==> config.mk <==
export PLATFORM = sky130hd
export DESIGN_NAME = mult_div_unit
export DESIGN_NICKNAME = d
export VERILOG_FILES = /design/src/rtl/mdu_pkg.sv /design/src/rtl/mdu_sign_adjust.sv /design/src/rtl/mult_div_unit.sv
export SDC_FILE = /design/constraint.sdc
export NUM_CORES = 1
export LEC_CHECK = 0
export CAP_MARGIN = 20
export CORE_ASPECT_RATIO = 1.2
export CORE_MARGIN = 2
export CORE_UTILIZATION = 50
export DETAILED_ROUTE_END_ITERATION = 10
export GPL_TIMING_DRIVEN = 0
export PLACE_DENSITY = 0.76
export SYNTH_ARGS = -nofsm -noshare
export SYNTH_HDL_FRONTEND = slang
export SYNTH_SLANG_ARGS = --single-unit
==> constraint.sdc <==
create_clock -name clk -period 3.6 [get_ports clk]
set_input_delay 0.54 -clock clk [delete_from_list [all_inputs] [get_ports clk]]
set_output_delay 0.54 -clock clk [all_outputs]
set_load 0.02 [all_outputs]
==> src/rtl/mdu_pkg.sv <==
// Shared encodings for the iterative multiply/divide unit.
// The early-termination option (MDU_EARLY_TERM_EN) is handled in mult_div_unit.
package mdu_pkg;

  localparam int MDU_DATA_W = 32;
  localparam int MDU_ITERS  = 32;

  localparam logic [1:0] OP_MULTU = 2'b00;
  localparam logic [1:0] OP_MULT  = 2'b01;
  localparam logic [1:0] OP_DIVU  = 2'b10;
  localparam logic [1:0] OP_DIV   = 2'b11;

  typedef enum logic [1:0] {
    IDLE = 2'b00,
    MUL  = 2'b01,
    DIV  = 2'b10,
    FIX  = 2'b11
  } mdu_state_e;

endpackage

==> src/rtl/mdu_sign_adjust.sv <==
// Combinational sign handling: operand magnitudes at accept time and
// conditional two's-complement negation of the unsigned results in FIX.
module mdu_sign_adjust
  import mdu_pkg::*;
#(
  parameter int DATA_W = MDU_DATA_W
) (
  input  logic                  sgn_i,
  input  logic [DATA_W-1:0]     a_i,
  input  logic [DATA_W-1:0]     b_i,
  input  logic                  neg_i,
  input  logic                  rneg_i,
  input  logic [2*DATA_W-1:0]   prod_i,
  input  logic [DATA_W-1:0]     quo_i,
  input  logic [DATA_W-1:0]     rem_i,
  output logic [DATA_W-1:0]     mag_a_o,
  output logic [DATA_W-1:0]     mag_b_o,
  output logic [2*DATA_W-1:0]   prod_o,
  output logic [DATA_W-1:0]     quo_o,
  output logic [DATA_W-1:0]     rem_o
);

  // abs(0x80..0) wraps to itself, which is the correct unsigned magnitude
  assign mag_a_o = (sgn_i && a_i[DATA_W-1]) ? (~a_i + 1'b1) : a_i;
  assign mag_b_o = (sgn_i && b_i[DATA_W-1]) ? (~b_i + 1'b1) : b_i;

  assign prod_o  = neg_i  ? (~prod_i + 1'b1) : prod_i;
  assign quo_o   = neg_i  ? (~quo_i  + 1'b1) : quo_i;
  assign rem_o   = rneg_i ? (~rem_i  + 1'b1) : rem_i;

endmodule

==> src/rtl/mult_div_unit.sv <==
// Iterative MULT/MULTU/DIV/DIVU unit owning HI/LO; one step per clock.
// Define MDU_EARLY_TERM_EN to let MUL finish once the remaining multiplier bits are zero.
module mult_div_unit
  import mdu_pkg::*;
#(
  parameter int DATA_W = MDU_DATA_W,
  parameter int CNT_W  = 6
) (
  input  logic              clk,
  input  logic              reset,
  input  logic              start,
  input  logic [1:0]        op,
  input  logic [DATA_W-1:0] operand_a,
  input  logic [DATA_W-1:0] operand_b,
  input  logic              mt_hi_we,
  input  logic              mt_lo_we,
  input  logic [DATA_W-1:0] mt_data,
  output logic              busy,
  output logic              done,
  output logic              div_zero,
  output logic [DATA_W-1:0] hi,
  output logic [DATA_W-1:0] lo
);

  localparam logic [CNT_W-1:0] LAST = CNT_W'(DATA_W - 1);

  mdu_state_e          state_q, state_d;
  logic [CNT_W-1:0]    cnt_q, cnt_d;
  logic [2*DATA_W-1:0] mcand_q, mcand_d;
  logic [2*DATA_W-1:0] prod_q, prod_d;
  logic [DATA_W-1:0]   mplier_q, mplier_d;
  logic [DATA_W-1:0]   quo_q, quo_d;
  logic [DATA_W-1:0]   rem_q, rem_d;
  logic [DATA_W-1:0]   dvsr_q, dvsr_d;
  logic                div_q, div_d;
  logic                neg_q, neg_d;
  logic                rneg_q, rneg_d;
  logic                dz_q, dz_d;
  logic                div_zero_q, div_zero_d;
  logic                done_q, done_d;
  logic [DATA_W-1:0]   hi_q, hi_d;
  logic [DATA_W-1:0]   lo_q, lo_d;

  logic [DATA_W-1:0]   mag_a, mag_b, quo_fix, rem_fix;
  logic [2*DATA_W-1:0] prod_fix;
  logic [DATA_W:0]     rem_sh, trial;

  mdu_sign_adjust #(.DATA_W(DATA_W)) u_sign (
    .sgn_i   (op[0]),
    .a_i     (operand_a),
    .b_i     (operand_b),
    .neg_i   (neg_q),
    .rneg_i  (rneg_q),
    .prod_i  (prod_q),
    .quo_i   (quo_q),
    .rem_i   (rem_q),
    .mag_a_o (mag_a),
    .mag_b_o (mag_b),
    .prod_o  (prod_fix),
    .quo_o   (quo_fix),
    .rem_o   (rem_fix)
  );

  // Restoring division: quo_q doubles as the dividend shift register
  assign rem_sh = {rem_q, quo_q[DATA_W-1]};
  assign trial  = rem_sh - {1'b0, dvsr_q};

  always_comb begin
    state_d    = state_q;
    cnt_d      = cnt_q;
    mcand_d    = mcand_q;
    prod_d     = prod_q;
    mplier_d   = mplier_q;
    quo_d      = quo_q;
    rem_d      = rem_q;
    dvsr_d     = dvsr_q;
    div_d      = div_q;
    neg_d      = neg_q;
    rneg_d     = rneg_q;
    dz_d       = dz_q;
    div_zero_d = div_zero_q;
    done_d     = 1'b0;
    hi_d       = hi_q;
    lo_d       = lo_q;
    unique case (state_q)
      IDLE: begin
        if (mt_hi_we) hi_d = mt_data;
        if (mt_lo_we) lo_d = mt_data;
        if (start) begin
          mcand_d    = {{DATA_W{1'b0}}, mag_a};
          prod_d     = '0;
          mplier_d   = mag_b;
          quo_d      = mag_a;
          rem_d      = '0;
          dvsr_d     = mag_b;
          div_d      = op[1];
          neg_d      = op[0] & (operand_a[DATA_W-1] ^ operand_b[DATA_W-1]);
          rneg_d     = op[0] & operand_a[DATA_W-1];
          dz_d       = op[1] & (operand_b == '0);
          div_zero_d = 1'b0;
          cnt_d      = '0;
          state_d    = op[1] ? DIV : MUL;
        end
      end
      MUL: begin
        if (mplier_q[0]) prod_d = prod_q + mcand_q;
        mcand_d  = mcand_q << 1;
        mplier_d = mplier_q >> 1;
        cnt_d    = cnt_q + 1'b1;
        if (cnt_q == LAST) state_d = FIX;
`ifdef MDU_EARLY_TERM_EN
        if (mplier_q[DATA_W-1:1] == '0) state_d = FIX;
`endif
      end
      DIV: begin
        rem_d = trial[DATA_W] ? rem_sh[DATA_W-1:0] : trial[DATA_W-1:0];
        quo_d = {quo_q[DATA_W-2:0], ~trial[DATA_W]};
        cnt_d = cnt_q + 1'b1;
        if (cnt_q == LAST) state_d = FIX;
      end
      FIX: begin
        // A zero divisor still spends the full latency but leaves HI/LO alone
        if (dz_q) begin
          div_zero_d = 1'b1;
        end else if (div_q) begin
          lo_d = quo_fix;
          hi_d = rem_fix;
        end else begin
          hi_d = prod_fix[2*DATA_W-1:DATA_W];
          lo_d = prod_fix[DATA_W-1:0];
        end
        done_d  = 1'b1;
        state_d = IDLE;
      end
      default: state_d = IDLE;
    endcase
  end

  always_ff @(posedge clk) begin
    if (reset) begin
      state_q    <= IDLE;
      cnt_q      <= '0;
      mcand_q    <= '0;
      prod_q     <= '0;
      mplier_q   <= '0;
      quo_q      <= '0;
      rem_q      <= '0;
      dvsr_q     <= '0;
      div_q      <= 1'b0;
      neg_q      <= 1'b0;
      rneg_q     <= 1'b0;
      dz_q       <= 1'b0;
      div_zero_q <= 1'b0;
      done_q     <= 1'b0;
      hi_q       <= '0;
      lo_q       <= '0;
    end else begin
      state_q    <= state_d;
      cnt_q      <= cnt_d;
      mcand_q    <= mcand_d;
      prod_q     <= prod_d;
      mplier_q   <= mplier_d;
      quo_q      <= quo_d;
      rem_q      <= rem_d;
      dvsr_q     <= dvsr_d;
      div_q      <= div_d;
      neg_q      <= neg_d;
      rneg_q     <= rneg_d;
      dz_q       <= dz_d;
      div_zero_q <= div_zero_d;
      done_q     <= done_d;
      hi_q       <= hi_d;
      lo_q       <= lo_d;
    end
  end

  assign busy     = (state_q != IDLE);
  assign done     = done_q;
  assign div_zero = div_zero_q;
  assign hi       = hi_q;
  assign lo       = lo_q;

endmodule

==> metrics.txt <==
outcome=finished, violations left; drt total wl=roughly 90 mm; Clk pwr share=around 25%; worst r2r dst=hi[29]; Final period util=111%; I/O Pins=170; RD Place Congestion=roughly 1.0; R2R depth=11; Clock Latency Late Sink=between 500 and 600 ps; flop and latch count out of synthesis=334; WL per Instance=23.1 um; initial core utilization=approximately half; first-pass GRT wire length=roughly 140 mm; Main synth FF type=dfxtp_1; H-tree depth=2; Total GRT Usage=between 30% and 40%; Worst Path Max Fanout=5; total global routing overflow=0; Max Slew Vio Count=0; vias in the first global route=approximately 23000; Hold Crit Start=lo[29]; CP peak stage delay=460 ps; max_slew headroom=a little under a fifth; Leakage=roughly 10 nW; Clock transition at path regs=roughly 60 ps; CTS tree=built; reg2reg setup slack=-380 ps; Core Area=between 40000 and 50000 sq um; Critical Path RT=approximately 4100 ps; asr flop ratio synth=0%; Synth-to-Final Area Change=20.5%; Flop pwr share=between 30% and 40%; Sw Pwr=between 7 and 8 mW; layout cells sized above 1=6.98%; Worst Setup Start Kind=flop; DRC Markers=0; reg-to-reg startpoint=prod_q[21]; final setup skew=roughly 27 ps; Final nets=approximately 3500; Final Core Density=between 60% and 70%; Slew @ Worst Pin=approximately 1200 ps; TritonCTS Buffers=40; average via count per standard cell=about 6.2; Max VDD drop=around 0.37 mV; DP Worst Slack=-1010 ps; switch share=44.0%; CP Data Arrival Time=about 4500 ps; antenna violations before repair=1; Site Rows=85; pwr dens=roughly 630 nW/um^2; Hold Buf Count CTS=0; sequential area share after synthesis=between 20 and 30%; largest net degree at the start of global routing=14; Final Hold Vio Count=0; die footprint=around 47000 sq um; most frequent cells in the layout=nand2_1 (474), nor2_1 (308), dfxtp_1 (303); Overall Power=around 17 mW; finished layout cell area=between 20000 and 30000 sq um; post-route ant nets=0; CTS Root Cell=clkbuf_16; Syn Inst Count=just over 3000; worst setup path endpoint=hi[29]; TritonRoute pass-1 iters=6; Detail Placement HPWL=just over 70 mm; Hold Crit Class=flop to flop; critical path type=flop to flop; commonest non-fill, non-tap cell in the layout=nand2_1; max cap viols=0; RSZ-0062 raised after global routing=yes; Die H=~240 um; start point of the critical path=prod_q[21]; Post-synth EDFFs=0; min cycle time layout=a little under 4000 ps; Peak Freq=between 200 and 300 MHz; Final setup viols=6; clk sink count=~330; PortBufs=~170; Max Buffers Root-to-Sink=3; Avg Inst Size Synth=around 7.4 sq um; cell breakdown of the critical path=or3_4 > or3_4 > or4_4 > or3_4 > or3_4 > or4_4 > or3_4 > o31ai_4 > xnor2_2 > o211ai_1 > a311oi_1; crit end category=flop; combinational share of power=between 40% and 50%; count of different cell masters after synthesis=65; failing checks=negative setup slack; Die Wd=roughly 200 um; Final WS setup=-379 ps; Syn. warnings=0; P_int=slightly below 10 mW; CP max stage cell=or4_4; Placement Cell Area=between 20000 and 30000 sq um; synthesized area=around 23000 sq um; post-synthesis net count=about 3300; DR iter-0 viols=about 2200; most frequent CP cell=or3_4; DR vias=~25000
==> power groups by stage <==
stage	clock (mW)	combinational (mW)	sequential [mW]
2_1_floorplan	0	4.38	5.29
3_3_place_gp	0	6.93	5.39
3_5_place_dp	0	7.08	5.41
4_1_cts	4.33	7.23	5.34
5_1_grt	4.48	8.12	5.41
6_report	4.33	7.52	5.39
==> metal layers <==
metal  share of wire, %  track usage (%)
met2                 45             60.5
met3                8.1             6.19
met4                6.8             21.6
met5                  0                0
met1                 40             47.4
==> timing repair <==
action,in CTS,in global routing
setup buffers,14,20
endpoints found under the setup margin,73,68
pin swaps,18,35
gates cloned,0,0
resized for setup,76,82
==> stage by stage <==
stage | TNS, ps | std cells | hold slack, ps
after floorplan | -788 | 3068 | 432
after global routing | -2460 | 3946 | 467
after global placement | -40280 | 3846 | 438
final | -1790 | 3946 | 450
after CTS | -1730 | 3932 | 453
after detailed placement | -42480 | 3847 | 445
==> worst min path at each step <==
stage                   endpoint  slack (ps)  depth (start not counted)
global placement    mplier_q[29]         440                          2
global route              lo[27]         470                          2
finish                    lo[29]         450                          2
detailed placement  mplier_q[28]         440                          2
floorplan            mplier_q[1]         430                          2
CTS                       lo[29]         450                          2
==> cells by family after synthesis <==
| kind of cell | share of synthesized area [%] |
|---|---|
| simple gates | 21.1 |
| compound gates | 27.1 |
| flops | 29.4 |
| buf+inv | 4.48 |
| xor+xnor | 9.97 |
| fa+ha+maj | 5.95 |
| mux | 1.95 |
==> registers in the layout, summed over array words and instances (netlist names) <==
| register | cells |
|---|---|
| rem_q | 32 |
| rneg_q | 1 |
| div_zero | 1 |
| done | 1 |
| hi | 32 |
| prod_q | 64 |
| cnt_q | 6 |
| state_q | 2 |
| quo_q | 32 |
| mplier_q | 32 |
| dz_q | 1 |
| div_q | 1 |
| neg_q | 1 |
| dvsr_q | 32 |
| lo | 32 |
| mcand_q | 64 |
==> cell type report <==
cell class              count  area [sq um]
inverters                  76           285
diodes                      1          2.50
plain buffers             189           742
clock buffers              54          1110
multi-input cells        2463         15500
clock inverters            18           260
well taps                 609           762
flip-flops and latches    334          6740
fillers                  4178         17500
repair buffers            202          1960
==> synthesized netlist by cell type, types with 42 or more instances <==
cell,count,area (sq um)
a22oi_1,64,480
dfxtp_1,334,6690
a211oi_1,59,443
nor3_1,44,220
nand2_1,475,1780
xor2_1,116,1020
o31ai_1,47,353
nand2b_1,43,269
o21ai_0,237,1190
a21o_1,47,353
o211ai_1,74,556
nor2_1,308,1160
ha_1,105,1310
clkbuf_1,183,687
xnor2_1,143,1250
mux2i_1,42,420
inv_1,75,282
a21oi_1,263,1320
==> critical path: cells and delay by family, from the launching register on <==
family,cells,cell delay [ps]
AND/OR/NAND/NOR,7,2760
AO/OA/AOI/OAI,3,620
flip-flops,1,350
XOR/XNOR,1,160
(Power assumes the default switching activity.)
